===== src/rtl/instr_fetch_buffer.sv =====
// Instruction fetch front end. It keeps one request outstanding to instruction
// memory and holds the returned words in a 2-entry queue for the decode stage.
module instr_fetch_buffer #(
  parameter logic [31:0] RESET_PC = 32'h0000_0000
) (
  input  logic        clk,
  input  logic        reset,
  output logic        imem_req_valid,
  output logic [31:0] imem_req_addr,
  input  logic        imem_req_ready,
  input  logic        imem_resp_valid,
  input  logic [31:0] imem_resp_data,
  input  logic        redirect_valid,
  input  logic [31:0] redirect_pc,
  output logic        id_valid,
  input  logic        id_ready,
  output logic [31:0] id_instr,
  output logic [31:0] id_pc,
  output logic [23:0] id_imm_field,
  output logic [2:0]  id_imm_src
);

  localparam int unsigned XLEN    = 32;
  localparam int unsigned DEPTH   = 2;
  localparam int unsigned CNT_W   = 2;
  localparam logic [XLEN-1:0] ALIGN_MASK = ~XLEN'(3);

  typedef enum logic [1:0] {
    S_IDLE = 2'd0,
    S_WAIT = 2'd1,
    S_DROP = 2'd2
  } state_e;

  typedef struct packed {
    logic [XLEN-1:0] instr;
    logic [XLEN-1:0] pc;
  } fb_entry_t;

  state_e                 state_q, state_d;
  logic [XLEN-1:0]        pc_q, pc_d;
  logic [XLEN-1:0]        req_pc_q, req_pc_d;
  logic [CNT_W-1:0]       count_q, count_d;
  logic                   rd_ptr_q, rd_ptr_d;
  logic                   wr_ptr_q, wr_ptr_d;
  logic                   started_q, started_d;
  fb_entry_t              mem_q [DEPTH];
  fb_entry_t              mem_d [DEPTH];

  logic                   pop_c;
  logic                   push_c;
  logic                   fire_c;
  logic                   req_valid_c;
  logic [CNT_W-1:0]       occ_after_pop_c;
  fb_entry_t              head_c;
  logic [6:0]             opcode_c;

  // Next-state, request gating and queue bookkeeping.
  always_comb begin
    state_d         = state_q;
    pc_d            = pc_q;
    req_pc_d        = req_pc_q;
    count_d         = count_q;
    rd_ptr_d        = rd_ptr_q;
    wr_ptr_d        = wr_ptr_q;
    started_d       = 1'b1;
    mem_d           = mem_q;
    req_valid_c     = 1'b0;
    push_c          = 1'b0;

    pop_c           = (count_q != '0) && id_ready && !redirect_valid;
    occ_after_pop_c = count_q - CNT_W'(pop_c);

    if (state_q == S_IDLE && started_q && !redirect_valid &&
        occ_after_pop_c < CNT_W'(DEPTH)) begin
      req_valid_c = 1'b1;
    end
    fire_c = req_valid_c && imem_req_ready;

    case (state_q)
      S_IDLE: begin
        if (fire_c) begin
          req_pc_d = pc_q;
          pc_d     = pc_q + XLEN'(4);
          state_d  = S_WAIT;
        end
      end
      S_WAIT: begin
        if (redirect_valid) begin
          state_d = imem_resp_valid ? S_IDLE : S_DROP;
        end else if (imem_resp_valid) begin
          push_c  = 1'b1;
          state_d = S_IDLE;
        end
      end
      S_DROP: begin
        // The stale response retires the drop even if another redirect lands with it.
        if (imem_resp_valid) begin
          state_d = S_IDLE;
        end
      end
      default: state_d = S_IDLE;
    endcase

    if (push_c) begin
      mem_d[wr_ptr_q] = '{instr: imem_resp_data, pc: req_pc_q};
      wr_ptr_d        = ~wr_ptr_q;
    end
    if (pop_c) begin
      rd_ptr_d = ~rd_ptr_q;
    end
    count_d = count_q + CNT_W'(push_c) - CNT_W'(pop_c);

    // Redirect flushes the queue and overrides any fetch-PC advance.
    if (redirect_valid) begin
      pc_d     = redirect_pc & ALIGN_MASK;
      count_d  = '0;
      rd_ptr_d = 1'b0;
      wr_ptr_d = 1'b0;
    end
  end

  always_ff @(posedge clk or posedge reset) begin
    if (reset) begin
      state_q   <= S_IDLE;
      pc_q      <= RESET_PC & ALIGN_MASK;
      req_pc_q  <= '0;
      count_q   <= '0;
      rd_ptr_q  <= 1'b0;
      wr_ptr_q  <= 1'b0;
      started_q <= 1'b0;
    end else begin
      state_q   <= state_d;
      pc_q      <= pc_d;
      req_pc_q  <= req_pc_d;
      count_q   <= count_d;
      rd_ptr_q  <= rd_ptr_d;
      wr_ptr_q  <= wr_ptr_d;
      started_q <= started_d;
    end
  end

  // Queue payload needs no reset; validity is carried by count_q.
  always_ff @(posedge clk) begin
    mem_q <= mem_d;
  end

  // Head-of-queue view and immediate-format decode for the decode stage.
  always_comb begin
    head_c   = mem_q[rd_ptr_q];
    opcode_c = head_c.instr[6:0];
    case (opcode_c)
      7'b0110111, 7'b0010111:             id_imm_src = 3'b000;
      7'b0010011, 7'b0000011, 7'b1100111: id_imm_src = 3'b001;
      default:                            id_imm_src = 3'b111;
    endcase
  end

  assign imem_req_valid = req_valid_c;
  assign imem_req_addr  = pc_q;
  assign id_valid       = (count_q != '0);
  assign id_instr       = head_c.instr;
  assign id_pc          = head_c.pc;
  assign id_imm_field   = head_c.instr[31:8];

endmodule


===== config.mk =====
export PLATFORM = sky130hd
export DESIGN_NAME = instr_fetch_buffer
export DESIGN_NICKNAME = d
export VERILOG_FILES = /design/src/rtl/instr_fetch_buffer.sv
export SDC_FILE = /design/constraint.sdc
export NUM_CORES = 1
export LEC_CHECK = 0
export BUFFER_PORTS_ARGS = -buffer_cell sky130_fd_sc_hd__buf_4
export CORE_ASPECT_RATIO = 0.75
export CORE_MARGIN = 2
export CORE_UTILIZATION = 53
export DETAILED_ROUTE_END_ITERATION = 8
export PLACE_DENSITY = 0.79
export SYNTH_ARGS = -nofsm -noshare
export SYNTH_HDL_FRONTEND = slang
export SYNTH_SLANG_ARGS = --single-unit
export TNS_END_PERCENT = 50

===== constraint.sdc =====
create_clock -name clk -period 4.5 [get_ports clk]
set_input_delay 0.225 -clock clk [delete_from_list [all_inputs] [get_ports clk]]
set_output_delay 0.225 -clock clk [all_outputs]
set_load 0.005 [all_outputs]

==> impl_metrics.tcl <==
set metrics [dict create \
    yosysSeqAreaShare 0.674 \
    period_minus_slack_ns 2.79 \
    gp_congestion 0.839 \
    maxSlewHeadroom 0.308 \
    cp_max_fo 44 \
    drv_slew 0 \
    place_inst 882 \
    syn_area_per_cell_sq_um 15.0 \
    synthCells 535 \
    portBuffers 188 \
    cts_made_buffers 17 \
    num_io_pins 195 \
    cts.htree.levels 4 \
    die_y_um 111 \
    root_buffer "clkbuf_16" \
    synthesis.area_sq_um 8020 \
    cp-end-kind "primary output" \
    dpl.hpwl_um 11500 \
    synth_cell_types 46 \
    crit_type "reg2out" \
    final_util 0.720 \
    fp.dieW_um 146 \
    arrival_ns 2.56 \
    status "completed" \
    slowest_stage "dfrtp_2" \
    worstPathCellList "mux2_2 -> nor3_1 -> o21ai_0 -> o31ai_1 -> nand2_1 -> buf_4" \
    start_kind "flop" \
    reg2regPathDepth 4 \
    reg2reg_slack_ns 1.92 \
    clkLatencyLatePin_ns 0.43 \
    clock_sinks 191 \
    instances_no_fill 959 \
    fmax_mhz 359 \
    fin_nets 819 \
    finalCritPeriodShare 0.620 \
    drt.antenna.violating_nets 0 \
    p_per_area_nw_per_um2 384 \
    endpoint "id_imm_src[1]" \
    r2r-start "count_q[0]$_DFF_PP0_" \
    vdd_drop_max_uv 298 \
    skew_ns 0.00915 \
    grt.overflow.total 0 \
    grt_pass1_vias 5227 \
    wire_per_inst_um 18.1 \
    synthFlopType "edfxtp_1" \
    cts_tree "yes" \
    clk_pin_slew_ns 0.07 \
    drt-vias-per-instance 5.31 \
    grt_max_degree 62 \
    initial_core_util 0.547 \
    max-cap-violations 0 \
    routed_wl_um 17400 \
    antenna_found_initial 0 \
    ys_seq_elements 191 \
    setup_tns_ns 0 \
    diodes 0 \
    critPathRequiredTime_ns 4.28 \
    fill_cells 1003 \
    hold_viol_final 0 \
    hp-class "in2reg" \
    whs_ns 0.0174 \
    grt_first_pass_wirelength_um 27700 \
    startpoint "rd_ptr_q$_DFFE_PP0P_" \
    post_cts_resized 0 \
    initialDrtViolationCount 318 \
    drive_above_1_share 0.440 \
    core_region_area_sq_um 14600 \
    r2r_end "req_pc_q[6]$_DFFE_PP0P_" \
    drtPass1Iterations 5 \
    finalSetupViolCount 0 \
    synth-warning-count 0 \
    tightest_slew_ns 1.03 \
    placed_area_sq_um 9480 \
    power.leakage_nw 4.13 \
    drc 0 \
    final_area_sq_um 10500 \
    cts_buffer_depth 2 \
    vias 5088 \
    areaGrowthSynthToFinish_pct 31.5 \
    grt_usage 0.222 \
    rows 38 \
    slowest_delay_ns 1.03 \
    synth-edff-count 124 \
    async_flop_share 0.351 \
    dieArea_sq_um 16100 \
    rsz0062_at_grt "no" \
]
[kinds of logic (layout without fill, tap and decap cells)]
family | after synthesis | after routing | synth area share
AOI/OAI and AO/OA | 42 | 42 | 0.0340
xor gates and xnor gates | 29 | 29 | 0.0317
adders and majority gates | 3 | 3 | 0.00468
buffers and inverters | 59 | 280 | 0.0425
DFF | 191 | 191 | 0.674
muxes | 94 | 94 | 0.132
other | 2 | 5 | 0.000937
and+or+nand+nor | 115 | 115 | 0.0809
[through the flow]
stage / worst slack, ns / power [mW]
after floorplan: 0.679 / 2.34
after global placement: 2.04 / 2.51
after detailed placement: 1.96 / 2.54
after CTS: 1.67 / 4.08
after global routing: 1.51 / 4.19
final: 1.71 / 4.05
[flip-flops by register name, summed over array words and instances (netlist names)]
signal         count
count_q            2
req_pc_q          30
state_q            2
rd_ptr_q           1
wr_ptr_q           1
imem_req_addr     30
started_q          1
mem_q            124
[power by group]
part           internal, mW  switching, mW  leakage, nW
Clock                 0.881          0.639        0.295
Combinational         0.238          0.156         1.89
Sequential             2.02          0.115         1.94
[synth_stat cells, types with 2 or more instances]
master,n,area (sq um)
ha_1,3,37.5
nor2_1,16,60.1
inv_1,9,33.8
xnor2_1,13,114
buf_1,2,7.51
dfrtp_1,67,1680
nand2_1,46,173
xor2_1,16,140
a31oi_1,2,12.5
o21ai_0,22,110
or4_1,3,22.5
nor4_2,2,25.0
nor4_4,2,42.5
mux2_2,91,1020
edfxtp_1,124,3720
a21oi_1,3,15.0
nand3_1,11,55.1
nor3_1,4,20.0
nor2b_1,3,18.8
o21ai_1,4,20.0
nand4_1,12,75.1
buf_4,29,218
nor3_2,2,20.0
o311ai_0,2,17.5
and2_1,3,18.8
buf_2,8,40.0
mux2i_1,3,30.0
conb_1,2,7.51
clkbuf_1,10,37.5
and3_1,3,18.8
o31ai_1,3,22.5
[placed cells by master (no fill, tap or decap), types with 4 or more instances in the layout]
cell type and n:
buf_4 191, edfxtp_1 124, mux2_2 91, dfrtp_1 66, nand2_1 46, dlygate4sd3_1 45, o21ai_0 22, clkbuf_16 20
xor2_1 16, nor2_1 14, xnor2_1 13, nand4_1 12, nand3_1 11, inv_1 8, conb_1 5, nor3_1 4
o21ai_1 4
[worst max-delay path, delay by kind of cell, from the launching register on]
kind	cells	cell delay, ns
buffers and inverters	1	0.14
AND/OR/NAND/NOR	2	0.29
multiplexers	1	0.44
flip-flops	1	1.03
AO/OA/AOI/OAI	2	0.19
[worst min-delay path by stage]
stage	start	endpoint	slack (ns)	cells after the start
CTS	redirect_pc[26]	imem_req_addr[26]$_DFFE_PP0P_	0.002	3
global placement	imem_resp_data[31]	mem_q[63]$_DFFE_PP_	0.41	1
global route	redirect_pc[6]	imem_req_addr[6]$_DFFE_PP0P_	0.01	3
finish	redirect_pc[26]	imem_req_addr[26]$_DFFE_PP0P_	0.02	3
floorplan	imem_resp_valid	state_q[1]$_DFFE_PP0P_	0.29	1
detailed placement	imem_resp_data[16]	mem_q[112]$_DFFE_PP_	0.41	1
[area by class of cell]
type	instances	area, sq um	area share
sequential	191	5400	0.512
multi-input combinational	288	2310	0.219
timing repair buffer	238	1920	0.183
clock buffer	22	518	0.0491
tap	200	250	0.0237
clock inverter	10	97.6	0.00926
inverter	10	37.5	0.00356
[layer usage]
| layer | share of wire | global-route usage | vias to the layer above |
|---|---|---|---|
| met5 | 0 | 0 | - |
| met4 | 0.014 | 0.0731 | 0 |
| met3 | 0.072 | 0.0529 | 19 |
| met1 | 0.43 | 0.293 | 2510 |
| li1 | - | - | 2344 |
| met2 | 0.49 | 0.366 | 215 |
[what timing repair did]
action                                  CTS  global route
endpoints found under the hold margin   111             0
endpoints found under the setup margin    0             0
buffers inserted                          0             0
hold buffers                             45             0
No activity file was read; power rests on OpenSTA's default activity.
